**src/rtl/clock_ctrl.sv**
```systemverilog
// Alarm-clock controller: time/alarm edit FSM driving an external time counter,
// plus alarm matching with auto-off duration and snooze.
module clock_ctrl #(
   parameter int unsigned SNOOZE_MIN = 5,
   parameter int unsigned ALARM_SEC  = 60
) (
   input  logic       clk,
   input  logic       reset,
   input  logic       mode_btn,
   input  logic       inc_btn,
   input  logic       snooze_btn,
   input  logic       alarm_en,
   input  logic       sec_tick,
   input  logic [5:0] sec_in,
   input  logic [5:0] min_in,
   input  logic [4:0] hrs_in,
   output logic       hold,
   output logic       load,
   output logic [5:0] load_min,
   output logic [4:0] load_hrs,
   output logic       alarm,
   output logic [2:0] mode
);

   typedef enum logic [2:0] {
      RUN      = 3'd0,
      SET_HRS  = 3'd1,
      SET_MIN  = 3'd2,
      SET_AHRS = 3'd3,
      SET_AMIN = 3'd4
   } state_t;

   state_t     state, state_n;
   logic [4:0] edit_hrs, al_hrs, snz_hrs;
   logic [5:0] edit_min, al_min, snz_min;
   logic       snz_pend;
   logic [7:0] dur_cnt;
   logic       inc_act;
   logic [4:0] tgt_hrs, snz_hrs_n;
   logic [5:0] tgt_min, snz_min_n;
   logic [6:0] snz_sum;
   logic       match;

   always_ff @(posedge clk or posedge reset) begin
      if (reset) state <= RUN;
      else       state <= state_n;
   end

   always_comb begin
      state_n = state;
      if (mode_btn) begin
         case (state)
            RUN:      state_n = SET_HRS;
            SET_HRS:  state_n = SET_MIN;
            SET_MIN:  state_n = SET_AHRS;
            SET_AHRS: state_n = SET_AMIN;
            SET_AMIN: state_n = RUN;
            default:  state_n = RUN;
         endcase
      end
   end

   assign hold     = (state == SET_HRS) || (state == SET_MIN);
   assign mode     = state;
   assign load_hrs = edit_hrs;
   assign load_min = edit_min;
   // A mode press in the same cycle takes priority over the increment.
   assign inc_act  = inc_btn && !mode_btn;

   always_ff @(posedge clk or posedge reset) begin
      if (reset) begin
         edit_hrs <= '0;
         edit_min <= '0;
         al_hrs   <= '0;
         al_min   <= '0;
         load     <= 1'b0;
      end else begin
         load <= (state == SET_MIN) && mode_btn;
         if ((state == RUN) && mode_btn) begin
            edit_hrs <= hrs_in;
            edit_min <= min_in;
         end
         if (inc_act) begin
            case (state)
               SET_HRS:  edit_hrs <= (edit_hrs == 5'd23) ? '0 : edit_hrs + 5'd1;
               SET_MIN:  edit_min <= (edit_min == 6'd59) ? '0 : edit_min + 6'd1;
               SET_AHRS: al_hrs   <= (al_hrs   == 5'd23) ? '0 : al_hrs   + 5'd1;
               SET_AMIN: al_min   <= (al_min   == 6'd59) ? '0 : al_min   + 6'd1;
               default: ;
            endcase
         end
      end
   end

   // Snooze target: current time plus SNOOZE_MIN, minute overflow carries into hours.
   assign snz_sum   = {1'b0, min_in} + 7'(SNOOZE_MIN);
   assign snz_min_n = (snz_sum >= 7'd60) ? 6'(snz_sum - 7'd60) : snz_sum[5:0];
   assign snz_hrs_n = (snz_sum < 7'd60) ? hrs_in :
                      (hrs_in == 5'd23) ? '0 : hrs_in + 5'd1;

   assign tgt_hrs = snz_pend ? snz_hrs : al_hrs;
   assign tgt_min = snz_pend ? snz_min : al_min;
   assign match   = alarm_en && !hold && sec_tick && (sec_in == 6'd0) &&
                    (hrs_in == tgt_hrs) && (min_in == tgt_min);

   // Priority: disable, then snooze (wins over a coincident match), then match, then countdown.
   always_ff @(posedge clk or posedge reset) begin
      if (reset) begin
         alarm    <= 1'b0;
         snz_pend <= 1'b0;
         snz_hrs  <= '0;
         snz_min  <= '0;
         dur_cnt  <= '0;
      end else if (!alarm_en) begin
         alarm    <= 1'b0;
         snz_pend <= 1'b0;
         dur_cnt  <= '0;
      end else if (alarm && snooze_btn) begin
         alarm    <= 1'b0;
         snz_pend <= 1'b1;
         snz_hrs  <= snz_hrs_n;
         snz_min  <= snz_min_n;
         dur_cnt  <= '0;
      end else if (match) begin
         alarm    <= 1'b1;
         snz_pend <= 1'b0;
         dur_cnt  <= 8'(ALARM_SEC);
      end else if (alarm && sec_tick && !hold) begin
         if (dur_cnt <= 8'd1) begin
            dur_cnt <= '0;
            alarm   <= 1'b0;
         end else begin
            dur_cnt <= dur_cnt - 8'd1;
         end
      end
   end

endmodule

```
**config.mk**
```make
export PLATFORM = sky130hd
export DESIGN_NAME = clock_ctrl
export DESIGN_NICKNAME = d
export VERILOG_FILES = /design/src/rtl/clock_ctrl.sv
export SDC_FILE = /design/constraint.sdc
export NUM_CORES = 1
export LEC_CHECK = 0
export CAP_MARGIN = 0
export CORE_MARGIN = 1
export CORE_UTILIZATION = 55
export CTS_CLUSTER_DIAMETER = 60
export DETAILED_ROUTE_END_ITERATION = 7
export PLACE_DENSITY_LB_ADDON = 0.15
export REMOVE_ABC_BUFFERS = 1
export SLEW_MARGIN = 20
export SYNTH_ARGS = -nofsm -noshare
export SYNTH_HDL_FRONTEND = slang
export SYNTH_SLANG_ARGS = --single-unit
```
**constraint.sdc**
```tcl
create_clock -name clk -period 2.75 [get_ports clk]
set_clock_uncertainty 0.2 [all_clocks]
set_input_delay 0.4125 -clock clk [delete_from_list [all_inputs] [get_ports clk]]
set_output_delay 0.4125 -clock clk [all_outputs]
set_load 0.005 [all_outputs]
```
# [Word-level counts from Yosys, hierarchy flattened]
# Index checks and enable logic that the tools add are counted.
# Widths: inputs -> output; s select.
[totals] regBits=47 output_inout_bits=17 in_bits=24 word_cells=85
[classes] eq_ne=14 order_cmp=3 n_reduce_logical=20 add_sub_neg=8 n_mux=29
[ops] op="$mux 6" count=7
[ops] op="$mux 5" count=8
[ops] op="$mux 8" count=5
[ops] op="$add 5x1->5 const B" count=3
[ops] op="$eq 5x5->1 const B" count=3
[ops] op="$add 6x1->6 const B" count=2
[ops] op="$eq 6x6->1 const B" count=2
[ops] op="$pmux 3 s4" count=1
[ops] op="$logic_and 1x1->1" count=11
[ops] op="$le 8x1->1 const B" count=1
[ops] op="$mux 1" count=8
[ops] op="$ne 4x1->1 const B" count=2
[ops] op="$reduce_and 2->1" count=4
[ops] op="$sub 8x1->8 const B" count=1
[ops] op="$add 6x3->7 const B" count=1
[ops] op="$ge 7x6->1 const B" count=1
[ops] op="$lt 7x6->1 const B" count=1
[ops] op="$eq 3x2->1 const B" count=2
[ops] op="$eq 6x6->1" count=1
[ops] op="$logic_not 6->1" count=1
[ops] op="$sub 6x6->6 const B" count=1
[ops] op="$eq 5x5->1" count=1
[ops] op="$eq 3x1->1 const B" count=1
[ops] op="$eq 3x3->1 const B" count=1
[ops] op="other kinds (4)" count=5

# [Longest topological paths before layout]
# Gate-level depths: netlist of the first run.
[logic_depth] ltp_word=11 ltp_mapped=9 mapped_depth_nobuf=8

# [Worst setup path before layout of the first run]
# No wires, ideal clock.
[synth_timing] kind="input -> register" from="input min_in[0]" to="register snz_min[2]" setup_slack_ps=687 setup_time_ps=125 arrival_time_ps=1738 required_time_ps=2425 stages=9 path_buffers=1 path_cell_list="clkbuf_1 -> a21oi_1 -> xnor2_1 -> ha_1 -> nand3_1 -> nor2_1 -> a21oi_2 -> xnor2_1 -> mux2_2"
[synth_between] elab_chain_len=3 elab_cells_between_ends=4 cone_classes="add/sub: 2; order compare: 1; mux: 1"
[synth_lines] element="start, declared" line="15" rtl="input logic [5:0] min_in,"
[synth_lines] element="$add 6x3->7 (*)" line="96" rtl="assign snz_sum = {1'b0, min_in} + 7'(SNOOZE_MIN);"
[synth_lines] element="$sub 6x6->6 / $ge 7x6->1 (equally long branches)" line="97" rtl="assign snz_min_n = (snz_sum >= 7'd60) ? 6'(snz_sum - 7'd60) : snz_sum[5:0];"
[synth_lines] element="$mux 6 (*)" line="97"
[synth_lines] element="end signal, assigned" line="122" rtl="snz_min <= snz_min_n;"
[synth_lines] element="end, declared" line="35" rtl="logic [5:0] edit_min, al_min, snz_min;"
# Every way passes the cells marked *; elsewhere a longest branch is shown, timed or not.
# A chain may end at the register's enable or synchronous reset.

# [Final worst setup path of the first run]
[layout_timing] from="input min_in[1]" to="register snz_min[2]"
# The elaborated chain is that of the path after synthesis.

==> results of run 1 <==
==> sequential cells by signal, indices dropped and copies added, names as in the netlist <==
name,count
dur_cnt,8
load,1
snz_hrs,5
snz_pend,1
mode,3
load_hrs,5
al_min,6
alarm,1
load_min,6
al_hrs,5
snz_min,6
==> cells by family after synthesis <==
logic type                 synth area share [%]
and+or+nand+nor                            20.9
AOI/OAI and AO/OA                          13.6
DFF                                        39.3
muxes                                      11.6
buffers and inverters                      4.06
xor gates and xnor gates                   6.70
adders and majority gates                  3.77
==> power by group <==
group / internal (mW) / switching, mW
Combinational: 0.518 / 0.364
Sequential: 0.825 / 0.210
Clock: 0.271 / 0.242
==> layer usage <==
metal	vias to the layer above	global-route usage, %	wire (um)
met2	43	39.9	3050
met3	12	4.50	180
li1	1250	-	-
met4	0	9.05	133
met1	1213	34.5	3100
met5	-	0	0
==> area by class of cell <==
| type | instances | share of cell area [%] |
|---|---|---|
| Inverter | 11 | 1.13 |
| Clock buffer | 5 | 1.88 |
| Timing Repair Buffer | 57 | 15.1 |
| Tap cell | 70 | 2.39 |
| Sequential cell | 47 | 32.1 |
| Clock inverter | 3 | 1.20 |
| Multi-Input combinational cell | 244 | 46.2 |
==> worst max path at each step <==
| stage | startpoint | to | slack [ns] | depth (start not counted) |
|---|---|---|---|---|
| global route | min_in[1] | snz_min[4] | 0.30 | 10 |
| finish | min_in[1] | snz_min[2] | 0.43 | 10 |
| detailed placement | min_in[0] | snz_min[2] | 0.12 | 10 |
| floorplan | mode[1] | dur_cnt[5] | 0.55 | 5 |
| global placement | mode_btn | al_min[0] | 0.21 | 7 |
| CTS | mode[1] | hold | 0.43 | 3 |
==> worst reg2reg max path: cells and delay by family (launching register included) <==
family / cells / cell delay, ns
AO/OA/AOI/OAI: 3 / 0.73
XOR/XNOR: 1 / 0.17
AND/OR/NAND/NOR: 1 / 0.47
flip-flops: 1 / 0.58
==> cell usage after synthesis (6+ instances only) <==
cell / count / share of area (%)
dfrtp_1: 47 / 39
mux2_2: 6 / 2.3
nand2_1: 27 / 3.4
xnor2_1: 16 / 4.7
nor2_1: 17 / 2.1
ha_1: 9 / 3.8
o21ai_0: 23 / 3.9
and3_1: 7 / 1.5
nand2b_1: 6 / 1.3
nor3b_1: 7 / 1.8
inv_1: 11 / 1.4
a21oi_1: 13 / 2.2
nand3_1: 13 / 2.2
clkbuf_1: 14 / 1.8
mux2i_1: 28 / 9.4
nor3_1: 12 / 2.0
==> stage by stage <==
stage	cell area [um2]	hold WS [ns]	setup WS [ns]	power [mW]
5_1_grt	3660	0.305	0.297	2.61
3_5_place_dp	3550	0.273	0.124	1.93
6_report	3660	0.262	0.433	2.43
4_1_cts	3660	0.270	0.434	2.44
3_3_place_gp	3550	0.265	0.207	1.90
2_1_floorplan	2910	0.248	0.554	1.48
==> results.md, run 1 <==
- Leak: 1.60 nW
- RePlAce Congestion: 0.837
- CTS tree: done
- Final Slew Violations: 0
- First-iteration detailed-routing DRC count: 191
- Final hold violation count: 0
- Status: finished, final reports clean
- Slew of the pin with the lowest slew margin: 0.520 ns
- RSZ-0062 raised after global routing: false
- Sequential element share of the synthesized area: 39.3%
- Final Non-Filler Cells: 437
- HP Class: in -> async
- Slew HR: 65.3%
- Reg area: 1180 um2
- Post-layout util: 70.8%
- Fillers: 400
- Async SR Flop Fraction: 100%
- Crit share post-route: 84.2%
- Max_cap viols: 0
- CP startpoint kind: input pin
- Commonest non-fill, non-tap cell in the layout: dfrtp_1
- Floorplan row count: 26
- # DRC: 0
- Clock period minus worst slack: 2.32 ns
- Crit path max-delay family: buffers and inverters
- Cts hold-fix bufs: 0
- Power per Cell Area: 664 nW/um2
- HPWL after DPL: 4870 um
- CTS Buffer Depth: 2
- Max incr delay on CP: 0.42 ns
- WP data required: 2.75 ns
- Total GRT Usage: 25.1%
- Number of global-route vias before repair: 2325
- Clock latency on the worst-skew pair: 0.31 ns
- Placed Cells: 429
- Post-CTS sizing: 0
- Most frequent cells in the layout: 47 x dfrtp_1, 40 x clkdlybuf4s50_1, 28 x mux2i_1
- Reg2reg start: mode[1]
- IO Port Bufs: 40
- Largest net degree at the start of global routing: 26
- Ant diodes: 0
- Setup TNS: 0 ns
- Register bit total from synthesis: 47
- Routed len/inst: 14.8 um
- CP max-delay cell: clkdlybuf4s50_1
- Clock Sinks: 47
- Synth Area per Inst: 9.37 um2
- Crit path max fanout: 8
- Remaining global-route overflow: 0
- Initial antenna violation count: 0
- First-pass GRT wire length: 10700 um
- Synthesized cell area: 2990 um2
- Via count: 2518
- Crit Path Category: in -> reg
- Fmax: 432 MHz
- Layout area overhead: 22.5%
- Drt pass-1 iters: 4
- Buf/Inv on CP: 2
- Synth Flop Type: dfrtp_1
- IO Count: 41
- Syn Inst Count: 319
- Vias per cell: 5.76
- Clock transition at the registers of the reported paths: 0.09 ns
- WL final: 6470 um
- Die Wd: 75.7 um
- Yosys cell types: 50
- Crit end category: register
- Die height: 75.7 um
- Number of enable flip-flop cells after synthesis: 0
- Post-route ant nets: 0
- CTS Buf Count: 5
- Post-CTS Setup Inserts: 0
- Worst EP arrival: 2.32 ns
- Peak supply drop: 522 uV
- Share of layout cells above drive strength 1: 10.6%
- R2r setup slk: 0.53 ns
- Starting Density: 57.8%
- CP Cell Sequence: clkdlybuf4s50_1 -> buf_4 -> a21oi_1 -> xnor2_1 -> ha_1 -> nand3_1 -> nor2_1 -> a21oi_2 -> xnor2_1 -> mux2_2
- Area occupied by multi-input gates: 1690 um2
- Core area: 5170 um2
- Final #Nets: 399
- Finish-stage setup viols: 0
- H-tree depth: 2
- DIE AREA: 5730 um2
- Root Buffer Master: clkbuf_8
- Critical path's most frequent cell: xnor2_1
- Reg2reg end: dur_cnt[5]
- FF-to-FF path depth: 5
- Ys Warns: 0
(Power assumes the default switching activity.)
==> run 2: changes to the inputs <==
Clock period 2.75 ns to 2.4 ns, I/O delays scaled along.
==> run 2 against run 1 <==
Worst setup slack lost 0.30 ns. Via count grew 3.1%. Core utilization grew 2.0 points. Flip-flop and latch count is the same. Worst hold slack lost 0.051 ns. Sequential share of layout area shrank 0.90 points.
==> results.md, run 2 (same netlist as run 1, synthesis figures left out) <==
- Final Slew Violations: 0
- First-pass GRT wire length: 10600 um
- CP startpoint kind: input pin
- Reg area: 1180 um2
- First-iteration detailed-routing DRC count: 139
- Clock transition at the registers of the reported paths: 0.09 ns
- Worst EP arrival: 2.26 ns
- Final Non-Filler Cells: 452
- Crit end category: register
- Die height: 75.7 um
- Slew of the pin with the lowest slew margin: 0.407 ns
- Combinational share of power: 37.5%
- Clock share of power: 21.5%
- Finish-stage setup viols: 0
- Status: finished, final reports clean
- Share of layout cells above drive strength 1: 14.1%
- HPWL after DPL: 4930 um
- IO Count: 41
- Post-layout util: 72.8%
- R2r setup slk: 0.22 ns
- Reg2reg end: dur_cnt[5]
- RSZ-0062 raised after global routing: false
- Final #Nets: 414
- Biggest register: dur_cnt
- WP data required: 2.39 ns
- CTS tree: done
- Net Sw Frac: 32.9%
- Cts hold-fix bufs: 0
- Drt pass-1 iters: 5
- Number of global-route vias before repair: 2336
- Crit path max fanout: 4
- Most frequent cells in the layout: 47 x dfrtp_1, 40 x clkdlybuf4s50_1, 31 x buf_4
- Die Wd: 75.7 um
- Routed len/inst: 14.4 um
- Total GRT Usage: 24.4%
- Layout area overhead: 26.0%
- Tot Pwr: 2.83 mW
- Post-CTS sizing: 0
- Post-CTS Setup Inserts: 0
- IO Port Bufs: 40
- Peak supply drop: 486 uV
- DIE AREA: 5730 um2
- # DRC: 0
- Largest net degree at the start of global routing: 48
- Crit share post-route: 94.4%
- Clock Sinks: 47
- RePlAce Congestion: 0.875
- Slew HR: 72.8%
- Leak: 1.67 nW
- Starting Density: 57.8%
- Core area: 5170 um2
- Crit Path Category: in -> reg
- Root Buffer Master: clkbuf_8
- Internal power: 1.90 mW
- Initial antenna violation count: 0
- Placed Cells: 444
- Hold Slack: 0.211 ns
- Post-route ant nets: 0
- Floorplan row count: 26
- Max reg flops: 8
- HP Class: in -> async
- FF-to-FF path depth: 5
- WL final: 6490 um
- Via count: 2597
- Ant diodes: 0
- CTS Buffer Depth: 2
- Vias per cell: 5.75
- Clock period minus worst slack: 2.27 ns
- Final hold violation count: 0
- CTS Buf Count: 5
- H-tree depth: 2
- Sw power: 0.933 mW
- Area occupied by multi-input gates: 1690 um2
- Commonest non-fill, non-tap cell in the layout: dfrtp_1
- Remaining global-route overflow: 0
- Max_cap viols: 0
- Setup TNS: 0 ns
- Clock latency on the worst-skew pair: 0.30 ns
- Power per Cell Area: 752 nW/um2
- Sequential power share: 40.9%
- Reg2reg start: mode[0]
- Fmax: 441 MHz
- Fillers: 388
==> run 2: power groups by stage <==
stage | Clock [mW] | Combinational [mW] | Sequential, mW
floorplan | 0 | 0.547 | 1.15
global placement | 0 | 1.04 | 1.17
detailed placement | 0 | 1.06 | 1.17
CTS | 0.618 | 1.07 | 1.16
global route | 0.645 | 1.19 | 1.18
finish | 0.611 | 1.06 | 1.16
==> run 2: worst max path at each step <==
stage                    from          to  slack, ns  depth (start not counted)
CTS                 min_in[1]  snz_min[2]       0.13                          7
global placement    min_in[1]  snz_min[2]      -0.09                          7
finish              min_in[1]  snz_min[2]       0.13                          7
detailed placement  min_in[1]  snz_min[2]      -0.19                          7
floorplan             mode[1]  dur_cnt[5]       0.20                          5
global route        min_in[1]  snz_min[2]       0.03                          7
==> run 2: layout make-up <==
type | count | area share (%)
multi-input combinational | 244 | 44.9
timing repair buffer | 72 | 17.3
sequential | 47 | 31.2
tap | 70 | 2.32
clock inverter | 2 | 0.930
inverter | 11 | 1.10
clock buffer | 6 | 2.19
==> run 2: stage by stage <==
stage / area (um2) / setup WS, ns
after floorplan: 2910 / 0.204
after global placement: 3650 / -0.0921
after detailed placement: 3650 / -0.192
after CTS: 3770 / 0.132
after global routing: 3770 / 0.0273
final: 3770 / 0.134
==> run 2: metal layers <==
metal  up-vias  wire length [um]  part of all wire (%)  track usage (%)
met2        58              3090                    48             40.1
met3        10               300                   4.6             3.97
met5         -                 0                     0                0
met1      1245              3010                    46             33.2
li1       1284                 -                     -                -
met4         0                93                   1.4             7.82
==> run 2: worst max-delay path, cell delays in order <==
cell,delay (ns)
clkdlybuf4s50_1,0.52
ha_1,0.25
and3b_1,0.20
o311a_1,0.33
a21oi_2,0.25
xnor2_1,0.09
mux2_2,0.26
